===== config.mk =====
export PLATFORM = sky130hd
export DESIGN_NAME = blit_addr_queue
export DESIGN_NICKNAME = d
export VERILOG_FILES = /design/src/rtl/blit_addr_pkg.sv /design/src/rtl/blit_addr_fifo.sv /design/src/rtl/blit_addr_queue.sv
export SDC_FILE = /design/constraint.sdc
export NUM_CORES = 1
export LEC_CHECK = 0
export ABC_AREA = 1
export CAP_MARGIN = 20
export CORE_ASPECT_RATIO = 0.5
export CORE_UTILIZATION = 55
export CTS_BUF_LIST = sky130_fd_sc_hd__clkbuf_2 sky130_fd_sc_hd__clkbuf_4 sky130_fd_sc_hd__clkbuf_8
export DETAILED_ROUTE_END_ITERATION = 8
export PLACE_DENSITY_LB_ADDON = 0.15
export SYNTH_ARGS = -nofsm -noshare
export SYNTH_HDL_FRONTEND = slang
export SYNTH_HIERARCHICAL = 1
export SYNTH_SLANG_ARGS = --single-unit

===== constraint.sdc =====
create_clock -name sys_clk -period 5.47 [get_ports sys_clk]
set_input_delay 0.8205 -clock sys_clk [delete_from_list [all_inputs] [get_ports sys_clk]]
set_output_delay 0.8205 -clock sys_clk [all_outputs]
set_load 0.02 [all_outputs]

===== src/rtl/blit_addr_pkg.sv =====
// Shared types and defaults for the blitter address queue.
// Holds the queued entry layout, default geometry and the occupancy-width helper.
// No logic; imported by blit_addr_fifo and blit_addr_queue.
package blit_addr_pkg;

    localparam int BLIT_DEPTH    = 4;   // queue entries, power of two 2..16
    localparam int BLIT_AW       = 24;  // address width
    localparam int BLIT_PAGE_LSB = 11;  // lowest bit of the DRAM row field

    // Occupancy counter must hold 0..depth inclusive.
    function automatic int blit_cw(input int depth);
        return $clog2(depth + 1);
    endfunction

    localparam int BLIT_CW = blit_cw(BLIT_DEPTH);

    typedef struct packed {
        logic [BLIT_AW-1:0] address;
        logic [2:0]         pixa;
        logic               write;
        logic               zaddr;
    } blit_addr_ent_t;

endpackage


===== src/rtl/blit_addr_fifo.sv =====
// Generic first-word-fall-through FIFO of blit_addr_ent_t.
// Latency: an entry written at edge N is visible on rd_data after edge N.
// Backpressure: push ignored when full, pop ignored when empty; flush wins over both.
//
// Ports: clk/rst (async active-high); push + wr_data; pop; flush;
//        rd_data (head), count (0..DEPTH), empty, full.
module blit_addr_fifo
    import blit_addr_pkg::*;
#(
    parameter int DEPTH = BLIT_DEPTH
) (
    input  logic                        clk,
    input  logic                        rst,
    input  logic                        push,
    input  blit_addr_ent_t              wr_data,
    input  logic                        pop,
    input  logic                        flush,
    output blit_addr_ent_t              rd_data,
    output logic [$clog2(DEPTH+1)-1:0]  count,
    output logic                        empty,
    output logic                        full
);

    localparam int PW = $clog2(DEPTH);
    localparam int CW = $clog2(DEPTH + 1);

    blit_addr_ent_t mem [DEPTH];
    logic [PW-1:0]  wr_ptr;
    logic [PW-1:0]  rd_ptr;
    logic           push_ok;
    logic           pop_ok;

    assign empty   = (count == '0);
    assign full    = (count == CW'(DEPTH));
    assign push_ok = push & ~full;
    assign pop_ok  = pop & ~empty;

    // Storage is reset so the head reads as all-zero out of reset.
    assign rd_data = mem[rd_ptr];

    // Pointers are exactly log2(DEPTH) bits, so wrap is the natural overflow.
    always_ff @(posedge clk or posedge rst) begin
        if (rst) begin
            wr_ptr <= '0;
            rd_ptr <= '0;
            count  <= '0;
            for (int i = 0; i < DEPTH; i++) begin
                mem[i] <= '0;
            end
        end else if (flush) begin
            wr_ptr <= '0;
            rd_ptr <= '0;
            count  <= '0;
        end else begin
            if (push_ok) begin
                mem[wr_ptr] <= wr_data;
                wr_ptr      <= wr_ptr + 1'b1;
            end
            if (pop_ok) begin
                rd_ptr <= rd_ptr + 1'b1;
            end
            case ({push_ok, pop_ok})
                2'b10:   count <= count + 1'b1;
                2'b01:   count <= count - 1'b1;
                default: count <= count;
            endcase
        end
    end

endmodule


===== src/rtl/blit_addr_queue.sv =====
// Address queue between blitter address generation and the memory controller.
// Latency: push at edge N gives mem_req and head fields after edge N (1 cycle min).
// Backpressure: in_ready drops when DEPTH entries are held; head holds until mem_ack.
//
// Ports: sys_clk, reset (async active-high); in_valid/in_ready with in_address,
//        in_pixa, in_write, in_zaddr; flush; mem_req/mem_ack with mem_address,
//        mem_pixa, mem_write, mem_zaddr, mem_newpage; count, idle.
// Build option BLIT_ADDR_PAGECHK_EN: track the DRAM row of the last popped entry
// and drive mem_newpage from it; otherwise mem_newpage is constant 1.
module blit_addr_queue
    import blit_addr_pkg::*;
#(
    parameter int DEPTH    = BLIT_DEPTH,
    parameter int AW       = BLIT_AW,
    parameter int PAGE_LSB = BLIT_PAGE_LSB
) (
    input  logic                        sys_clk,
    input  logic                        reset,
    input  logic                        in_valid,
    output logic                        in_ready,
    input  logic [AW-1:0]               in_address,
    input  logic [2:0]                  in_pixa,
    input  logic                        in_write,
    input  logic                        in_zaddr,
    input  logic                        flush,
    output logic                        mem_req,
    input  logic                        mem_ack,
    output logic [AW-1:0]               mem_address,
    output logic [2:0]                  mem_pixa,
    output logic                        mem_write,
    output logic                        mem_zaddr,
    output logic                        mem_newpage,
    output logic [$clog2(DEPTH+1)-1:0]  count,
    output logic                        idle
);

    // Geometry sanity; the entry struct is sized by the package address width.
    if (DEPTH < 2 || DEPTH > 16 || (DEPTH & (DEPTH - 1)) != 0) begin : g_bad_depth
        $error("blit_addr_queue: DEPTH must be a power of two in 2..16");
    end
    if (AW != BLIT_AW || PAGE_LSB < 0 || PAGE_LSB >= AW) begin : g_bad_geom
        $error("blit_addr_queue: AW must match the package, PAGE_LSB must be inside AW");
    end

    blit_addr_ent_t wr_ent;
    blit_addr_ent_t head;
    logic           push;
    logic           pop;
    logic           empty;
    logic           full;

    assign wr_ent.address = in_address;
    assign wr_ent.pixa    = in_pixa;
    assign wr_ent.write   = in_write;
    assign wr_ent.zaddr   = in_zaddr;

    // All handshake outputs come from FIFO state, never from the inputs.
    assign in_ready = ~full;
    assign mem_req  = ~empty;
    assign idle     = empty;
    assign push     = in_valid & in_ready;
    assign pop      = mem_req & mem_ack;

    blit_addr_fifo #(.DEPTH(DEPTH)) u_fifo (
        .clk     (sys_clk),
        .rst     (reset),
        .push    (push),
        .wr_data (wr_ent),
        .pop     (pop),
        .flush   (flush),
        .rd_data (head),
        .count   (count),
        .empty   (empty),
        .full    (full)
    );

    assign mem_address = head.address;
    assign mem_pixa    = head.pixa;
    assign mem_write   = head.write;
    assign mem_zaddr   = head.zaddr;

`ifdef BLIT_ADDR_PAGECHK_EN
    logic                     page_valid;
    logic [AW-PAGE_LSB-1:0]   last_page;

    // Row of the most recently completed cycle; a flush forgets it so the
    // next issued cycle always opens a fresh row.
    always_ff @(posedge sys_clk or posedge reset) begin
        if (reset) begin
            page_valid <= 1'b0;
            last_page  <= '0;
        end else if (flush) begin
            page_valid <= 1'b0;
        end else if (pop) begin
            page_valid <= 1'b1;
            last_page  <= head.address[AW-1:PAGE_LSB];
        end
    end

    assign mem_newpage = ~page_valid | (mem_address[AW-1:PAGE_LSB] != last_page);
`else
    assign mem_newpage = 1'b1;
`endif

endmodule


Word-level counts from Yosys, hierarchy flattened:

Cells that the tools add are included.

* shift-type cells: 0
* add/subtract/negate cells: 4
* reduce and logical (&&, ||, !) cells: 6
* muxes and demuxes: 12
* divide/modulo/power cells: 0
* multipliers: 0
* eq/ne operators: 3
* bitwise operators: 9
* $lt $le $gt $ge: 3

Operators with widths (number)
* $bwmux 116: 1
* $mux 29: 3
* $bmux 29 s2: 1
* $demux 29 s2: 1
* $mux 2: 4
* $ge 3x3->1 const B: 2
* $not 2->3: 2
* $pmux 3 s2: 1
* $add 2x1->2 const B: 2
* $and 1x1->1: 4
* $reduce_bool 2->1: 2
* $add 3x1->3 const B: 1
* $eq 3x3->1 const B: 1
* $logic_not 3->1: 1
* $lt 3x1->1 const B: 1
* $mux 3: 1
* $not 1->1: 3
* $reduce_bool 3->1: 1
* $sub 3x1->3 const B: 1
* $eq 2x1->1 const B: 1
* $eq 2x2->1 const B: 1
* $reduce_and 2->1: 1
* $logic_and 1x1->1: 1

* input port bits: 34
* bits in writable memories: 0
* bits in read-only memories: 0
* bits in latches: 0
* register bits: 123
* memories kept: 0

Depth between registers and ports, before layout:

* depth in word-level cells: 7
* mapped depth: 15

By module:

Netlist, hierarchy kept.

Modules (own cells, without submodules)
* blit_addr_fifo: area each 5514.0 um^2, instances 1, sequential area each 3078.0 um^2, cells an instance 630
* blit_addr_queue: area each 38.8 um^2, instances 1, sequential area each 0.0 um^2, cells an instance 8

Worst setup path before layout:

Ideal clock, no wire load.

* kind: flip-flop to flip-flop
* from: reg u_fifo.count[0]
* to: reg u_fifo.count[2]
* cell stages (with the launch flop): 16
* arrival time: 2154 ps
* period minus slack after synthesis: 2272 ps
* path slack: 3198 ps
* required time: 5353 ps
* path buffers: 0
* library setup time: 117 ps
* cell sequence: dfrtp_1 -> inv_1 -> nand2_1 -> nor2_1 -> nor2_2 -> inv_1 -> a21oi_1 -> nand2_1 -> inv_1 -> fa_1 -> xnor2_1 -> inv_1 -> nand2_1 -> nand2_1 -> nand3_1 -> nand2_1

* cells in the longest elaborated chain, start to end: 7
* elaborated cells on any way between the ends: 15

Ends and longest elaborated chain
* start: declaration: RTL line blit_addr_fifo.sv:19 `output logic [$clog2(DEPTH+1)-1:0] count,`
* start signal: assignment: RTL line blit_addr_fifo.sv:63 `2'b10: count <= count + 1'b1;`
* start signal: assignment: RTL line blit_addr_fifo.sv:64 `2'b01: count <= count - 1'b1;`
* start signal: assignment: RTL line blit_addr_fifo.sv:65 `default: count <= count;`
* $logic_not 3->1 *: RTL line blit_addr_fifo.sv:33 `assign empty = (count == '0);`
* net idle: RTL line blit_addr_queue.sv:34 `output logic idle`
* $not 1->1 *: RTL line blit_addr_queue.sv:59 `assign mem_req = ~empty;`
* $and 1x1->1 *: RTL line blit_addr_queue.sv:62 `assign pop = mem_req & mem_ack;`
* net pop: RTL line blit_addr_queue.sv:48 `logic pop;`
* $and 1x1->1 *: RTL line blit_addr_fifo.sv:36 `assign pop_ok = pop & ~empty;`
* $eq 2x1->1 / $eq 2x2->1 (equally long branches): RTL line blit_addr_fifo.sv:62 `case ({push_ok, pop_ok})`
* $pmux 3 s2: RTL line blit_addr_fifo.sv:62
* $mux 3: RTL line blit_addr_fifo.sv:50 `end else if (flush) begin`

Mark *: on every way through the listed nets, which the timed path passes. The rest lies on a longest branch.
A chain may end at the register's enable or synchronous reset.

Worst setup path after layout:

* from: reg u_fifo.rd_ptr[1]
* to: out mem_address[15]

* cells in the longest elaborated chain, start to end: 4

Ends and longest elaborated chain
* start: declaration: RTL line blit_addr_fifo.sv:29 `logic [PW-1:0] rd_ptr;`
* start signal: assignment: RTL line blit_addr_fifo.sv:60 `rd_ptr <= rd_ptr + 1'b1;`
* $not 2->3 (implied by the code): RTL line blit_addr_fifo.sv:39 `assign rd_data = mem[rd_ptr];`
* $bmux 29 s2: RTL line blit_addr_fifo.sv:39
* $mux 29 (implied by the code) (2 in a row): RTL line blit_addr_fifo.sv:39
* end: declaration: RTL line blit_addr_queue.sv:28 `output logic [AW-1:0] mem_address,`

Every way passes these cells. The select of a mux whose other input is x is not followed.

==> flow_metrics.tcl <==
set metrics [dict create \
    hold_viol_final 0 \
    worst_pin_slew_ns 1.01 \
    p_int_mw 2.20 \
    p_sw_mw 1.04 \
    gp_congestion 0.810 \
    power.leakage_nw 3.19 \
    antenna_found_initial 0 \
    seq_area_frac_synth_pct 55.4 \
    grt_max_degree 80 \
    min_path_type "reg2reg" \
    layout.nets 722 \
    crit_path_end "mem_address[15]" \
    reg2reg_depth 3 \
    power.density_nw_per_um2 491 \
    timing.final.crit_share_pct 75.5 \
    ys_warn_count 6 \
    syn_nets 677 \
    arrival_ns 3.31 \
    ios 70 \
    drt_iter0_drc 282 \
    via_per_inst 5.45 \
    area_growth_pct 18.5 \
    finalSetupViolations 0 \
    r2r_start "u_fifo/rd_ptr[1]" \
    synth_top_area_share_pct 55.4 \
    synth_largest_area_cell "dfrtp_1" \
    synth_top_family_by_area "compound AO/OA/AOI/OAI gates" \
    fin_cells 831 \
    synth-main-ff-cell "dfrtp_1" \
    postCtsHoldBufs 0 \
    ys_top_cells_by_area "dfrtp_1 55%, nand2_1 9.0%, o21ai_0 8.7%" \
    rr_endpoint "u_fifo/rd_ptr[1]" \
    syn_area_per_cell_um2 8.70 \
    regArea_um2 3080 \
    totalWireLength_mm 11.9 \
    finalPower_mw 3.24 \
    ir_drop_uv 245 \
    antenna_cells 0 \
    max_freq_ghz 0.242 \
    synth_cell_types 23 \
    drv_cap 0 \
    path_clk_slew_ns 0.07 \
    slew_violations 0 \
    ys_seq_elements 123 \
    grt_usage_pct 25.0 \
    yosys.area_share.adder_pct 1.26 \
    cts_tree "yes" \
    syn_area_um2 5550 \
    async_reset_ff_share_pct 100 \
    period_needed_ns 4.13 \
    io_buffers 68 \
    crit_type "reg2out" \
    ys_top_cells_by_count "133 x nand2_1, 123 x dfrtp_1, 97 x o21ai_0" \
    maxSlewHeadroom_pct 32.8 \
    wire_per_inst_um 14.3 \
    die_area_um2 10500 \
    startpoint "u_fifo/rd_ptr[1]" \
    fp.dieH_um 73.1 \
    num_vias 4525 \
    synthSimpleGateAreaFrac_pct 15.2 \
    drc_errors 0 \
    std_cell_rows 25 \
    start_util_pct 57.6 \
    r2r_setup_slack_ns 3.12 \
    synthMuxAreaShare_pct 0 \
    critical_path.max_fanout 31 \
    critPathRequiredTime_ns 4.65 \
    synth-xor-area-share_pct 0.158 \
    grt_pass1_vias 4156 \
    core_um2 9630 \
    cts_resized 0 \
    die_w_um 144 \
    multi_input_area_um2 2020 \
    grt_overflow 0 \
    netlist_instances 638 \
    swShare_pct 32.0 \
    cts_buffers 17 \
    clock_latency_ns 0.43 \
    htreeDepth 4 \
    cts_setup_buffers 0 \
    fin_worst_skew_ns 0.0106 \
    endpoint_kind "primary output" \
    cts_buffer_depth 2 \
    cts.sink_count 123 \
    drtAntennaViolNets 0 \
    place_inst 799 \
    status "finished, final reports clean" \
    dr.pass1.iters 6 \
    combPwrFrac_pct 29.3 \
    pwr-share-seq_pct 43.7 \
    yosysMostFrequentCell "nand2_1" \
    cp-start-kind "register" \
    cts_root_buf "clkbuf_8" \
    grt_pass1_wl_mm 19.9 \
    dp_hpwl_mm 6.82 \
    rsz0062_at_grt "false" \
    synth_compound_area_share_pct 19.7 \
    drive_gt1_share_pct 6.75 \
    p_clk_share_pct 27.0 \
    synth_edf_count 0 \
    n_fill_cell 819 \
    fin_tns_setup_ns 0 \
]
[layout by cell type, fill, tap and decap left out, types with 5 or more instances in the layout]
cell | Yosys | layout
o21ai_0 | 97 | 97
nor2_1 | 60 | 60
nand2_4 | 5 | 5
inv_1 | 46 | 44
dfrtp_1 | 123 | 122
clkdlybuf4s50_1 | 0 | 68
clkbuf_8 | 0 | 22
o22ai_1 | 29 | 29
o21ai_1 | 81 | 81
nand2_1 | 133 | 133
[power by group through the flow]
stage	sequential (mW)	clock [mW]	combinational [mW]
4_1_cts	1.41	0.889	0.956
3_3_place_gp	1.41	0	0.930
3_5_place_dp	1.42	0	0.952
6_report	1.41	0.873	0.949
5_1_grt	1.45	0.932	1.06
2_1_floorplan	1.38	0	0.634
[sequential cells by signal, indices dropped and copies added (netlist names)]
name and count:
u_fifo/rd_ptr 2, u_fifo/wr_ptr 2, u_fifo/count 3, u_fifo/mem 116
[critical path: stages (launching register included)]
cell and delay [ns]:
dfrtp_1 0.76, inv_1 0.94, o21ai_0 0.27, o22ai_1 0.25, clkdlybuf4s50_1 0.65
[layer usage]
layer | GRT usage (%) | wire length (um) | vias to the layer above | share of wire, %
li1 | - | - | 2188 | -
met1 | 33.4 | 5690 | 2160 | 48
met2 | 40.4 | 5350 | 163 | 45
met3 | 5.64 | 752 | 14 | 6.3
met4 | 8.98 | 108 | 0 | 0.91
met5 | 0 | 0 | - | 0
[kinds of logic (layout without fill, tap and decap cells)]
family | Yosys count | in the layout
and+or+nand+nor | 207 | 207
other | 1 | 1
AOI/OAI and AO/OA | 211 | 211
DFF | 123 | 123
buffers and inverters | 90 | 148
xor gates and xnor gates | 1 | 1
adders and majority gates | 5 | 5
[worst min-delay path by stage]
stage	depth (start not counted)	to	slack, ns	startpoint
6_report	2	u_fifo/mem[59]	0.48	u_fifo/mem[59]
5_1_grt	2	u_fifo/mem[70]	0.51	u_fifo/mem[70]
4_1_cts	2	u_fifo/mem[55]	0.48	u_fifo/mem[55]
3_5_place_dp	2	u_fifo/mem[86]	0.47	u_fifo/mem[86]
3_3_place_gp	2	u_fifo/mem[82]	0.46	u_fifo/mem[82]
2_1_floorplan	2	u_fifo/mem[29]	0.45	u_fifo/mem[29]
[layout make-up]
cell class                      instances  area share [%]
Multi-Input combinational cell        425            30.7
Sequential cell                       123            46.8
Timing Repair Buffer                   70            10.6
Inverter                               46            2.66
Tap cell                              135            2.57
Clock buffer                           26            5.06
Clock inverter                          6            1.63
[per-stage QoR]
| step | util (%) | cell area, um^2 | worst slack (ns) | hold slack, ns |
|---|---|---|---|---|
| detailed placement | 63.8 | 6140 | 1.88 | 0.468 |
| finish | 68.3 | 6580 | 1.34 | 0.483 |
| floorplan | - | 5550 | 1.38 | 0.448 |
| CTS | 68.3 | 6580 | 1.35 | 0.485 |
| global placement | 63.8 | 6140 | 1.93 | 0.462 |
| global route | 68.3 | 6580 | 1.17 | 0.506 |
Note: power is estimated with default switching activity, not from simulation.
